[src/rtl/disp_scan_ctrl.sv]
// Time-multiplexed 7-segment scan controller: programmable slot rate, per-slot
// anti-ghost blanking, per-digit blink and frame-synchronous shadow-register updates.
module disp_scan_ctrl #(
    parameter int  DIGITS       = 4,
    parameter int  SCAN_DIV     = 50000,
    parameter int  BLANK_CYC    = 16,
    parameter int  BLINK_FRAMES = 64,
    localparam int SW           = (DIGITS > 1) ? $clog2(DIGITS) : 1
) (
    input  logic                clk,
    input  logic                rst,
    input  logic                en,
    input  logic [4*DIGITS-1:0] hexs,
    input  logic [DIGITS-1:0]   points,
    input  logic [DIGITS-1:0]   les,
    input  logic                load,
    output logic [DIGITS-1:0]   an,
    output logic [7:0]          seg,
    output logic [SW-1:0]       scan,
    output logic                pending,
    output logic                frame_start
);

    localparam int SLOT_W  = $clog2(SCAN_DIV);
    localparam int BLINK_W = (BLINK_FRAMES > 1) ? $clog2(BLINK_FRAMES) : 1;

    localparam logic [SLOT_W-1:0]  SLOT_LAST  = SLOT_W'(SCAN_DIV - 1);
    localparam logic [SLOT_W-1:0]  BLANK_END  = SLOT_W'(BLANK_CYC);
    localparam logic [SW-1:0]      DIGIT_LAST = SW'(DIGITS - 1);
    localparam logic [BLINK_W-1:0] BLINK_LAST = BLINK_W'(BLINK_FRAMES - 1);

    // Scan and blink state
    logic [SLOT_W-1:0]  slot_q, slot_d;
    logic [SW-1:0]      digit_q, digit_d;
    logic [BLINK_W-1:0] blink_cnt_q, blink_cnt_d;
    logic               blink_off_q, blink_off_d;

    // Pending (written by load) and displayed (frame-synchronous) copies
    logic [4*DIGITS-1:0] pend_hex_q, pend_hex_d;
    logic [DIGITS-1:0]   pend_pt_q, pend_pt_d;
    logic [DIGITS-1:0]   pend_le_q, pend_le_d;
    logic                pending_q, pending_d;
    logic [4*DIGITS-1:0] disp_hex_q, disp_hex_d;
    logic [DIGITS-1:0]   disp_pt_q, disp_pt_d;
    logic [DIGITS-1:0]   disp_le_q, disp_le_d;

    // Registered pin drivers
    logic [DIGITS-1:0] an_q, an_d;
    logic [7:0]        seg_q, seg_d;
    logic              frame_start_q, frame_start_d;

    logic       slot_last;
    logic       digit_last;
    logic       fb;
    logic       blank;
    int         digit_idx;
    logic [3:0] cur_hex;

    function automatic logic [6:0] hex_to_seg(input logic [3:0] nib);
        logic [6:0] r;
        case (nib)
            4'h0: r = 7'h40;
            4'h1: r = 7'h79;
            4'h2: r = 7'h24;
            4'h3: r = 7'h30;
            4'h4: r = 7'h19;
            4'h5: r = 7'h12;
            4'h6: r = 7'h02;
            4'h7: r = 7'h78;
            4'h8: r = 7'h00;
            4'h9: r = 7'h10;
            4'hA: r = 7'h08;
            4'hB: r = 7'h03;
            4'hC: r = 7'h46;
            4'hD: r = 7'h21;
            4'hE: r = 7'h06;
            default: r = 7'h0E;
        endcase
        return r;
    endfunction

    always_comb begin
        // NOTE: every signal driven here gets a default first, so no path leaves it unassigned and no latch is inferred.
        slot_d        = slot_q;
        digit_d       = digit_q;
        blink_cnt_d   = blink_cnt_q;
        blink_off_d   = blink_off_q;
        pend_hex_d    = pend_hex_q;
        pend_pt_d     = pend_pt_q;
        pend_le_d     = pend_le_q;
        pending_d     = pending_q;
        disp_hex_d    = disp_hex_q;
        disp_pt_d     = disp_pt_q;
        disp_le_d     = disp_le_q;

        slot_last  = (slot_q == SLOT_LAST);
        digit_last = (digit_q == DIGIT_LAST);
        fb         = en && slot_last && digit_last;

        if (en) begin
            slot_d = slot_last ? '0 : slot_q + 1'b1;
            if (slot_last) begin
                digit_d = digit_last ? '0 : digit_q + 1'b1;
            end
        end

        if (fb) begin
            blink_cnt_d = (blink_cnt_q == BLINK_LAST) ? '0 : blink_cnt_q + 1'b1;
            if (blink_cnt_q == BLINK_LAST) begin
                blink_off_d = ~blink_off_q;
            end
            // The shadow copy moves first, so a load in this very cycle waits one more frame.
            if (pending_q) begin
                disp_hex_d = pend_hex_q;
                disp_pt_d  = pend_pt_q;
                disp_le_d  = pend_le_q;
            end
        end

        if (load) begin
            pend_hex_d = hexs;
            pend_pt_d  = points;
            pend_le_d  = les;
            pending_d  = 1'b1;
        end else if (fb) begin
            pending_d = 1'b0;
        end

        digit_idx = int'(digit_q);
        cur_hex   = disp_hex_q[4*digit_idx +: 4];
        blank     = !en || (slot_q < BLANK_END) || (disp_le_q[digit_idx] && blink_off_q);

        an_d          = blank ? '1 : ~(DIGITS'(1) << digit_q);
        seg_d         = blank ? 8'hFF : {~disp_pt_q[digit_idx], hex_to_seg(cur_hex)};
        frame_start_d = fb;
    end

    // NOTE: sequential state uses non-blocking assignments so every register samples pre-edge values.
    always_ff @(posedge clk) begin
        if (rst) begin
            slot_q        <= '0;
            digit_q       <= '0;
            blink_cnt_q   <= '0;
            blink_off_q   <= 1'b0;
            pend_hex_q    <= '0;
            pend_pt_q     <= '0;
            pend_le_q     <= '0;
            pending_q     <= 1'b0;
            disp_hex_q    <= '0;
            disp_pt_q     <= '0;
            disp_le_q     <= '0;
            an_q          <= '1;
            seg_q         <= 8'hFF;
            frame_start_q <= 1'b0;
        end else begin
            slot_q        <= slot_d;
            digit_q       <= digit_d;
            blink_cnt_q   <= blink_cnt_d;
            blink_off_q   <= blink_off_d;
            pend_hex_q    <= pend_hex_d;
            pend_pt_q     <= pend_pt_d;
            pend_le_q     <= pend_le_d;
            pending_q     <= pending_d;
            disp_hex_q    <= disp_hex_d;
            disp_pt_q     <= disp_pt_d;
            disp_le_q     <= disp_le_d;
            an_q          <= an_d;
            seg_q         <= seg_d;
            frame_start_q <= frame_start_d;
        end
    end

    assign an          = an_q;
    assign seg         = seg_q;
    assign scan        = digit_q;
    assign pending     = pending_q;
    assign frame_start = frame_start_q;

endmodule

[config.mk]
export PLATFORM = sky130hd
export DESIGN_NAME = disp_scan_ctrl
export DESIGN_NICKNAME = d
export VERILOG_FILES = /design/src/rtl/disp_scan_ctrl.sv
export SDC_FILE = /design/constraint.sdc
export NUM_CORES = 1
export LEC_CHECK = 0
export CAP_MARGIN = 25
export CORE_AREA = 10 10 76 127
export CTS_CLUSTER_SIZE = 14
export DETAILED_ROUTE_END_ITERATION = 12
export DIE_AREA = 0 0 86 137
export PLACE_DENSITY = 0.77
export SLEW_MARGIN = 30
export SYNTH_ARGS = -nofsm -noshare
export SYNTH_HDL_FRONTEND = slang
export SYNTH_SLANG_ARGS = --single-unit
[constraint.sdc]
create_clock -name clk -period 2.8 [get_ports clk]
set_clock_uncertainty 0.1 [all_clocks]
set_input_delay 0.42 -clock clk [delete_from_list [all_inputs] [get_ports clk]]
set_output_delay 0.42 -clock clk [all_outputs]
set_load 0.01 [all_outputs]
Yosys cells after proc, flatten, opt, wreduce, memory -nomap -nowiden
Memories as Yosys holds them, arrays and structs flattened. A register that Yosys moved wholly into a read port is not among the register bits.
Cells that the tools add are included.
- $add $sub $neg: 3
- magnitude comparators: 2
- equality and inequality tests: 3
- shifts and indexed selects: 2
- mux-type cells: 9
- bitwise gates (word level): 3
- reductions and logical operators: 11
- operator list (operator ; count):
    16-bit by 1-bit adder with 16-bit output, second input constant ; 1
    16-bit equality test, second input constant ; 1
    16-bit by 5-bit < comparator with 1-bit output, second input constant ; 1
    16-bit 2-to-1 mux ; 1
    16-bit by 5-bit indexed part select with 4-bit output ; 1
    6-bit by 1-bit adder with 6-bit output, second input constant ; 1
    6-bit equality test, second input constant ; 1
    6-bit 2-to-1 mux ; 1
    2-bit AND reduction ; 3
    1-bit binary-select mux with 2-bit select ; 2
    1-bit 2-to-1 mux ; 4
    4-bit inverter ; 1
    1-bit by 2-bit << shifter with 4-bit output, first input constant ; 1
    1-bit logical AND ; 3
    2-bit by 3-bit < comparator with 1-bit output, second input constant ; 1
    2-bit by 1-bit adder with 2-bit output, second input constant ; 1
    2-bit equality test, second input constant ; 1
    1-bit logical OR ; 2
    2-bit 2-to-1 mux ; 1
    1-bit inverter ; 2
    2-bit nonzero test ; 1
    2-bit OR reduction ; 1
    1-bit logical NOT ; 1
- register bits: 87
- bits in read-only memories: 112
- logic and storage cells: 48
- memories kept: 1
- memories (memory ; depth ; bits a word ; read ports ; clocked after memory_dff ; write ports ; line ; RTL):
    (name not given) ; 16 ; 7 ; 1 ; 1 ; 0 ; 61 ; case (nib)

Depth between registers and ports, before layout
- word-level depth: 5
- gate-level depth with buffers: 9
- mapped depth without buffers: 7

Least setup slack after synthesis
No wires, ideal clock.
- kind: register to register
- start point: register digit_q[0] (netlist: scan[0])
- end point: register seg_q[0] (netlist: seg[0])
- arrival: 1.982 ns
- data required time: 2.613 ns
- path slack: 0.631 ns
- cell stages (with the launch flop): 8
- period minus slack after synthesis: 2.169 ns
- cell sequence: dfxtp_1 buf_4 mux4_2 inv_1 ha_1 nor2_1 a32o_1 o31ai_1
- cells in the longest elaborated chain, start to end: 5
- ends and longest elaborated chain (item ; line ; RTL):
    start, declared ; 34 ; logic [SW-1:0] digit_q, digit_d;
    start signal, assigned ; 157 ; digit_q <= digit_d;
    1-bit binary-select mux with 2-bit select ; 131 ; blank = !en || (slot_q < BLANK_END) || (disp_le_q[digit_idx] && blink_off_q);
    1-bit 2-to-1 mux (not written as such) ; 131 ;
    1-bit logical AND ; 131 ;
    1-bit logical OR ; 131 ;
    2-bit OR reduction (no source line) ; -- ;
    end, declared ; 49 ; logic [7:0] seg_q, seg_d;
Parallel ways exist; a longest one is shown, timed or not. The select of a mux whose other input is x is not followed.
A chain may end at the register's enable or synchronous reset.

Worst setup path after layout
Ends and elaborated chain as after synthesis.

==> flow_metrics.env <==
export IMPL_grt_pass1_vias=3360
export IMPL_rows=42
export IMPL_ant_nets=0
export IMPL_dp_cells=537
export IMPL_grt_overflow=0
export IMPL_holdBufCountCts=0
export IMPL_path_clk_slew_ns=0.06
export IMPL_fin_setup_tns_ns=0
export IMPL_utilization_pct=64.2
export IMPL_power_internal_mw=1.98
export IMPL_final_common_cell="dfxtp_1"
export IMPL_finalHoldViolations=0
export IMPL_initial_core_util_pct=54.4
export IMPL_cts_tree="built"
export IMPL_top_usage_layer="met2"
export IMPL_ys_seq_area_share_pct=42.6
export IMPL_cts_sinks=87
export IMPL_setup_violations=0
export IMPL_via_count=3289
export IMPL_wl_per_cell_microns=17.0
export IMPL_grtUsageMet3_pct=3.15
export IMPL_holdCritPathClass="flip-flop to flip-flop"
export IMPL_path_buf_inv=1
export IMPL_use_met2_pct=29.7
export IMPL_synth_area_per_cell_sq_um=9.55
export IMPL_synth_warning_count=0
export IMPL_grt_pass1_wl_mm=15.7
export IMPL_cts_resized=0
export IMPL_synthesis_nets=468
export IMPL_syn_to_final_growth_pct=18.0
export IMPL_p_leak_nw=1.75
export IMPL_drc=0
export IMPL_path_delay_family="multiplexers"
export IMPL_timing_rr_end="seg[0]"
export IMPL_hpwl_mm=6.82
export IMPL_netSwitchingFraction_pct=20.6
export IMPL_crit_arrival_ns=2.52
export IMPL_drt_initial_drc_count=219
export IMPL_power_share_sequential_pct=51.2
export IMPL_syn_instance_count=428
export IMPL_cts_setup_buffers=0
export IMPL_maxCapViolations=0
export IMPL_path_cells="mux4_2 -> inv_1 -> ha_1 -> nor2_1 -> a32o_1 -> o31ai_1"
export IMPL_port_buffers=43
export IMPL_crit_path_end_kind="flip-flop"
export IMPL_p_sw_mw=0.514
export IMPL_drtPass1Iterations=4
export IMPL_path_max_fanout=10
export IMPL_grtUsageTotal_pct=16.2
export IMPL_htreeDepth=3
export IMPL_antenna_found_initial=0
export IMPL_max_slew_margin_pct=58.9
export IMPL_die_w_microns=86
export IMPL_pwr_density_cell_mw_per_mm2=518
export IMPL_fin_cells=550
export IMPL_rr_worst_depth=6
export IMPL_drive_gt1_share_pct=10.6
export IMPL_layout_common_cells="dfxtp_1, clkdlybuf4s50_1, nor2_1, mux2i_1, a21oi_1"
export IMPL_synth_seq_cells=87
export IMPL_period_needed_ns=2.37
export IMPL_status="finished clean"
export IMPL_worstSetupStartpoint="scan[0]"
export IMPL_dieArea_sq_mm=0.0118
export IMPL_totalWireLength_mm=9.37
export IMPL_r2r_start="scan[0]"
export IMPL_start_kind="flip-flop"
export IMPL_fp_dieH_microns=137
export IMPL_io_pins=44
export IMPL_vdd_drop_max_v=0.000433
export IMPL_pwr_share_comb_pct=4.6
export IMPL_period_share_pct=84.8
export IMPL_grt_start_max_net_pins=34
export IMPL_synth_cell_types=48
export IMPL_slowest_delay_ns=0.63
export IMPL_slowest_stage="mux4_2"
export IMPL_diodes=0
export IMPL_maxSlewViolCount=0
export IMPL_clockPowerShare_pct=44.2
export IMPL_insertion_delay_ns=0.34
export IMPL_grt_use_met1_pct=16.6
export IMPL_reg2reg_slack_ns=0.43
export IMPL_syn_area_sq_mm=0.00409
export IMPL_nets=500
export IMPL_worst_pin_slew_ns=0.599
export IMPL_placeableCoreArea_sq_mm=0.00751
export IMPL_rsz0062_at_grt="false"
export IMPL_crit_end="seg[0]"
export IMPL_max_freq_mhz=421
export IMPL_cp_depth=6
export IMPL_numCtsBuffers=9
export IMPL_critical_path_required_ns=2.95
export IMPL_crit_type="flip-flop to flip-flop"
export IMPL_gp_congestion=0.896
export IMPL_cts_root_buf="clkbuf_16"
export IMPL_via_per_inst=5.98
export IMPL_clock_path_buffers=2
-- cells in the mapped netlist (all sizes together) --
cell type	number	area share (%)
a31oi	1	0.15
nor3b	1	0.18
mux2	6	1.7
xnor2	3	0.64
buf	18	2.6
o31ai	29	5.3
or4b	1	0.24
mux2i	37	9.1
o21ai	8	0.98
and4b	1	0.24
nand3	11	1.5
ha	12	3.7
o21a	3	0.55
dfxtp	87	43
clkbuf	17	1.6
a32o	1	0.24
nand2b	1	0.15
nor3	8	1.3
nand4	32	4.9
nor2	40	3.7
or3	3	0.46
o211ai	1	0.18
xor2	9	1.9
o311ai	2	0.43
o221ai	3	0.64
o21ba	1	0.24
or4	5	1.0
inv	8	0.73
nand2	19	1.8
nor4	3	0.83
mux4	6	3.3
and2	4	0.61
and4	4	0.92
o21bai	1	0.28
and3	5	0.77
nor2b	2	0.31
a21oi	35	4.3
-- cell type report --
| cell class | count | area [sq um] |
|---|---|---|
| clock buffer | 12 | 267 |
| timing repair buffer | 56 | 523 |
| tap | 88 | 110 |
| inverter | 8 | 30.0 |
| fill | 608 | 2690 |
| sequential | 87 | 1740 |
| multi-input combinational | 298 | 2150 |
| clock inverter | 1 | 5.00 |
-- worst min-delay path: cells and delay by family (launching register included) --
family	cells	cell delay, ns
AOI/OAI and AO/OA	2	0.11
DFF	1	0.31
-- power by group through the flow --
stage	sequential, mW	combinational, mW	clock (mW)
CTS	1.28	0.116	1.11
global placement	1.31	0.112	0
global route	1.28	0.126	1.17
finish	1.28	0.114	1.10
detailed placement	1.31	0.116	0
floorplan	1.30	0.0631	0
-- flip-flops by register name (all words and copies together), names as in the netlist --
name / cells
pend_hex_q: 16
pend_pt_q: 4
frame_start: 1
pending: 1
blink_cnt_q: 6
seg: 8
disp_le_q: 4
an: 4
blink_off_q: 1
slot_q: 16
scan: 2
pend_le_q: 4
disp_pt_q: 4
disp_hex_q: 16
-- kinds of logic after synthesis --
group,after synthesis,synth area share (%)
buf+inv,43,4.90
fa+ha+maj,12,3.67
flops,87,42.6
xor+xnor,12,2.57
simple gates,140,18.9
mux,49,14.0
compound gates,85,13.3
-- routing by layer --
| metal | wire, microns | vias to the layer above |
|---|---|---|
| met2 | 5110 | 55 |
| met4 | 263 | 0 |
| met5 | 0 | - |
| met1 | 3670 | 1569 |
| met3 | 330 | 19 |
| li1 | - | 1646 |
-- how the worst min path moves through the flow --
stage | from | to | slack [ns] | depth (start not counted)
2_1_floorplan | disp_hex_q[4] | disp_hex_q[4] | 0.34 | 2
3_3_place_gp | disp_pt_q[3] | disp_pt_q[3] | 0.35 | 2
3_5_place_dp | disp_le_q[0] | disp_le_q[0] | 0.36 | 2
4_1_cts | disp_pt_q[2] | disp_pt_q[2] | 0.36 | 2
5_1_grt | disp_hex_q[9] | disp_hex_q[9] | 0.39 | 2
6_report | disp_le_q[0] | disp_le_q[0] | 0.37 | 2
-- per-stage QoR --
step                      setup WS, ns  total power [mW]  hold WS (ns)  area [sq um]
after global placement           0.443              1.42         0.349          4550
after CTS                        0.421              2.51         0.365          4820
after floorplan                  0.631              1.36         0.341          4090
final                            0.427              2.50         0.369          4820
after detailed placement         0.425              1.42         0.359          4550
after global routing             0.283              2.57         0.394          4820
No activity file was read; power rests on OpenSTA's default activity.
==> variant, RTL diff (config.mk and constraints unchanged) <==
`DIGITS`: 4 -> 2.
--- a/src/rtl/disp_scan_ctrl.sv
+++ b/src/rtl/disp_scan_ctrl.sv
@@ -3,3 +3,3 @@
 module disp_scan_ctrl #(
-    parameter int  DIGITS       = 4,
+    parameter int  DIGITS       = 2,
     parameter int  SCAN_DIV     = 50000,
Interface: changed (5 resized); port bits go from 44 to 29. No check against the original RTL was run, so the function may have changed too.
==> variant against the unedited design <==
- sequential power fell by 31%
- setup slack better by 0.034 ns
- design area shrank 30%
- synthesized cell count is 30% lower
- area after synthesis shrank 33%
- power shrank 23%
- sequential cell count shrank 27
- wire length shrank 31%
- critical endpoint is now blink_off_q
- highest routed layer unchanged
==> variant: results (changes against the unedited design) <==
Route:
- The routed wire length came to 6470 um (-31%).
- The highest metal layer with signal wires is met4.
- The detailed-router iteration count before antenna repair was 4 (unchanged).
- The wire length on met1 is 2440 um (-33%).
- The met3 wire length was 315 um (-4.5%).
- The met2 routed wirelength is 3540 um (-31%).
- The starting DRC count in detailed routing was 155 (-29%).
- The number of vias after detailed routing is 2321 (-29%).

Logic synthesis:
- By count the netlist is led by sky130_fd_sc_hd__dfxtp_1 (60), sky130_fd_sc_hd__nor2_1 (30), sky130_fd_sc_hd__nand4_1 (25), sky130_fd_sc_hd__a21oi_1 (23), sky130_fd_sc_hd__mux2i_1 (19).
- In the post-synthesis netlist, the biggest area contributors are sky130_fd_sc_hd__dfxtp_1 (44%), sky130_fd_sc_hd__mux2i_1 (6.9%), sky130_fd_sc_hd__nand4_1 (5.7%), sky130_fd_sc_hd__o31ai_1 (4.9%), sky130_fd_sc_hd__a21oi_1 (4.2%).
- The sequential-to-total area share from yosys stat came to 43.8% (+1.2 points).
- The net count after synthesis is 324 (-31%).
- The number of distinct library cells after synthesis came to 40 (-17%).
- The async set-reset flop share out of synthesis is 0% (unchanged).

Clock network:
- The later pin in the worst-skew pair is clocked with a latency of between 0.3 and 0.4 ns.
- The quantity of gates resized following cts is 0 (unchanged).
- The clock transition time at the flip-flop clock pins of the worst setup and hold paths is 0.05 ns.
- The number of buffers on the longest clock path is 2 (unchanged).
- The number of setup buffers added after CTS came to 0 (unchanged).

Place:
- The final weighted congestion of routability-driven global placement came to 0.845 (-5.7%).
- The placed instance area is 0.00311 mm^2 (-32%).
- The total half-perimeter wirelength after legalization and detailed placement is 4550 um (-33%).
- The count of buffers from port buffering came to 28 (-35%).

Die:
- The core outline area is 0.00751 mm^2 (unchanged).

Worst setup path:
- The setup slack on the worst flop-to-flop path is 0.46 ns (+0.03 ns).
- The peak fanout along the critical path is 5 (-5).
- The slowest stage of the critical path is the sky130_fd_sc_hd__or4_1 cell.
- The family of cells with the greatest summed delay on the critical path is simple AND/OR/NAND/NOR gates.
- Following the worst setup path forward leads to its endpoint at blink_off_q.
- The arrival time reported for the critical path endpoint was 2.46 ns (-0.06 ns).
- Tracing the worst setup path back leads to its startpoint at slot_q[12].
- The cell count of the worst reg-to-reg path is 4 (-2).
- The biggest cell delay along the critical path is 0.56 ns (-0.07 ns).

Layout:
- The share of layout cells above drive strength 1 was 10.0% (-0.61 points).
- The flip-flop count of the largest register, all copies and words added is 16.
- The count of fill cells added during filler insertion is 723 (+19%).
- The final-stage net count was 351 (-30%).
- The final antenna diode count is 0 (unchanged).

GRT:
- The maximum number of pins on one net before global-route repair came to 28 (-18%).
- The wire length of the first global-routing pass came to 10700 um (-32%).
- The overall routing resource usage is 11.5% (-4.8 points).

Power:
- The switching power summed over all nets is 0.405 mW (-21%).
- The worst voltage drop across the vdd grid came to 0.334 mV (-23%).
- The leakage power figure came to 1.23 nW (-30%).

Status:
- The run finished with clean final reports.

STA:
- The slew at the pin closest to its max-slew limit is 0.715 ns (+0.116 ns).
[variant: changes by cell type after synthesis, moves of 4 or more]
cell,unedited run,this run
sky130_fd_sc_hd__nor2_1,40,30
sky130_fd_sc_hd__o21ai_0,8,2
sky130_fd_sc_hd__mux4_2,6,1
sky130_fd_sc_hd__dfxtp_1,87,60
sky130_fd_sc_hd__buf_2,12,2
sky130_fd_sc_hd__a21oi_1,35,23
sky130_fd_sc_hd__nand4_1,32,25
sky130_fd_sc_hd__o31ai_1,29,18
sky130_fd_sc_hd__xor2_1,9,5
sky130_fd_sc_hd__xnor2_1,3,7
sky130_fd_sc_hd__mux2i_1,37,19
sky130_fd_sc_hd__ha_1,12,8
[variant: area by class of cell]
cell class / count / share of cell area, %
clock inverter: 3 / 0.445
sequential: 60 / 35.6
clock buffer: 11 / 7.20
multi-input combinational: 211 / 42.2
timing repair buffer: 37 / 10.3
tap: 88 / 3.27
inverter: 8 / 0.891
[variant: worst min-delay path by stage]
stage                       startpoint      endpoint  slack [ns]  cells past startpoint
after global routing      disp_pt_q[1]  disp_pt_q[1]        0.41                      2
final                     disp_pt_q[0]  disp_pt_q[0]        0.37                      2
after detailed placement  disp_pt_q[0]  disp_pt_q[0]        0.37                      2
after CTS                 disp_pt_q[0]  disp_pt_q[0]        0.37                      2
after floorplan           disp_le_q[1]  disp_le_q[1]        0.34                      2
after global placement    disp_pt_q[1]  disp_pt_q[1]        0.35                      2
[variant: cells by family (layout without fill, tap and decap cells)]
group | count (synthesis) | after routing | share of synthesized area [%]
and+or+nand+nor | 107 | 107 | 20.3
DFF | 60 | 60 | 43.8
AOI/OAI and AO/OA | 58 | 58 | 13.8
buffers and inverters | 29 | 59 | 4.20
muxes | 26 | 26 | 10.4
xor gates and xnor gates | 12 | 12 | 3.84
adders and majority gates | 8 | 8 | 3.65
[variant: routing by layer]
layer  vias up  global-route usage (%)
li1       1153                       -
met1      1101                    10.4
met3        16                    3.63
met5         -                       0
met2        51                    21.1
met4         0                    7.26
[variant: through the flow]
step | instances | utilization [%] | hold WS, ns | setup WS (ns)
6_report | 418 | 44.9 | 0.370 | 0.460
5_1_grt | 418 | 44.9 | 0.407 | 0.347
4_1_cts | 418 | 44.9 | 0.373 | 0.455
3_5_place_dp | 404 | 41.4 | 0.366 | 0.318
3_3_place_gp | 404 | 41.4 | 0.351 | 0.328
2_1_floorplan | 300 | - | 0.341 | 0.257
[variant: power by group through the flow]
stage	sequential (mW)	combinational, mW	clock, mW
after floorplan	0.894	0.0410	0
after global placement	0.896	0.0715	0
after detailed placement	0.897	0.0735	0
after CTS	0.879	0.0739	0.988
after global routing	0.881	0.0809	1.02
final	0.880	0.0732	0.969
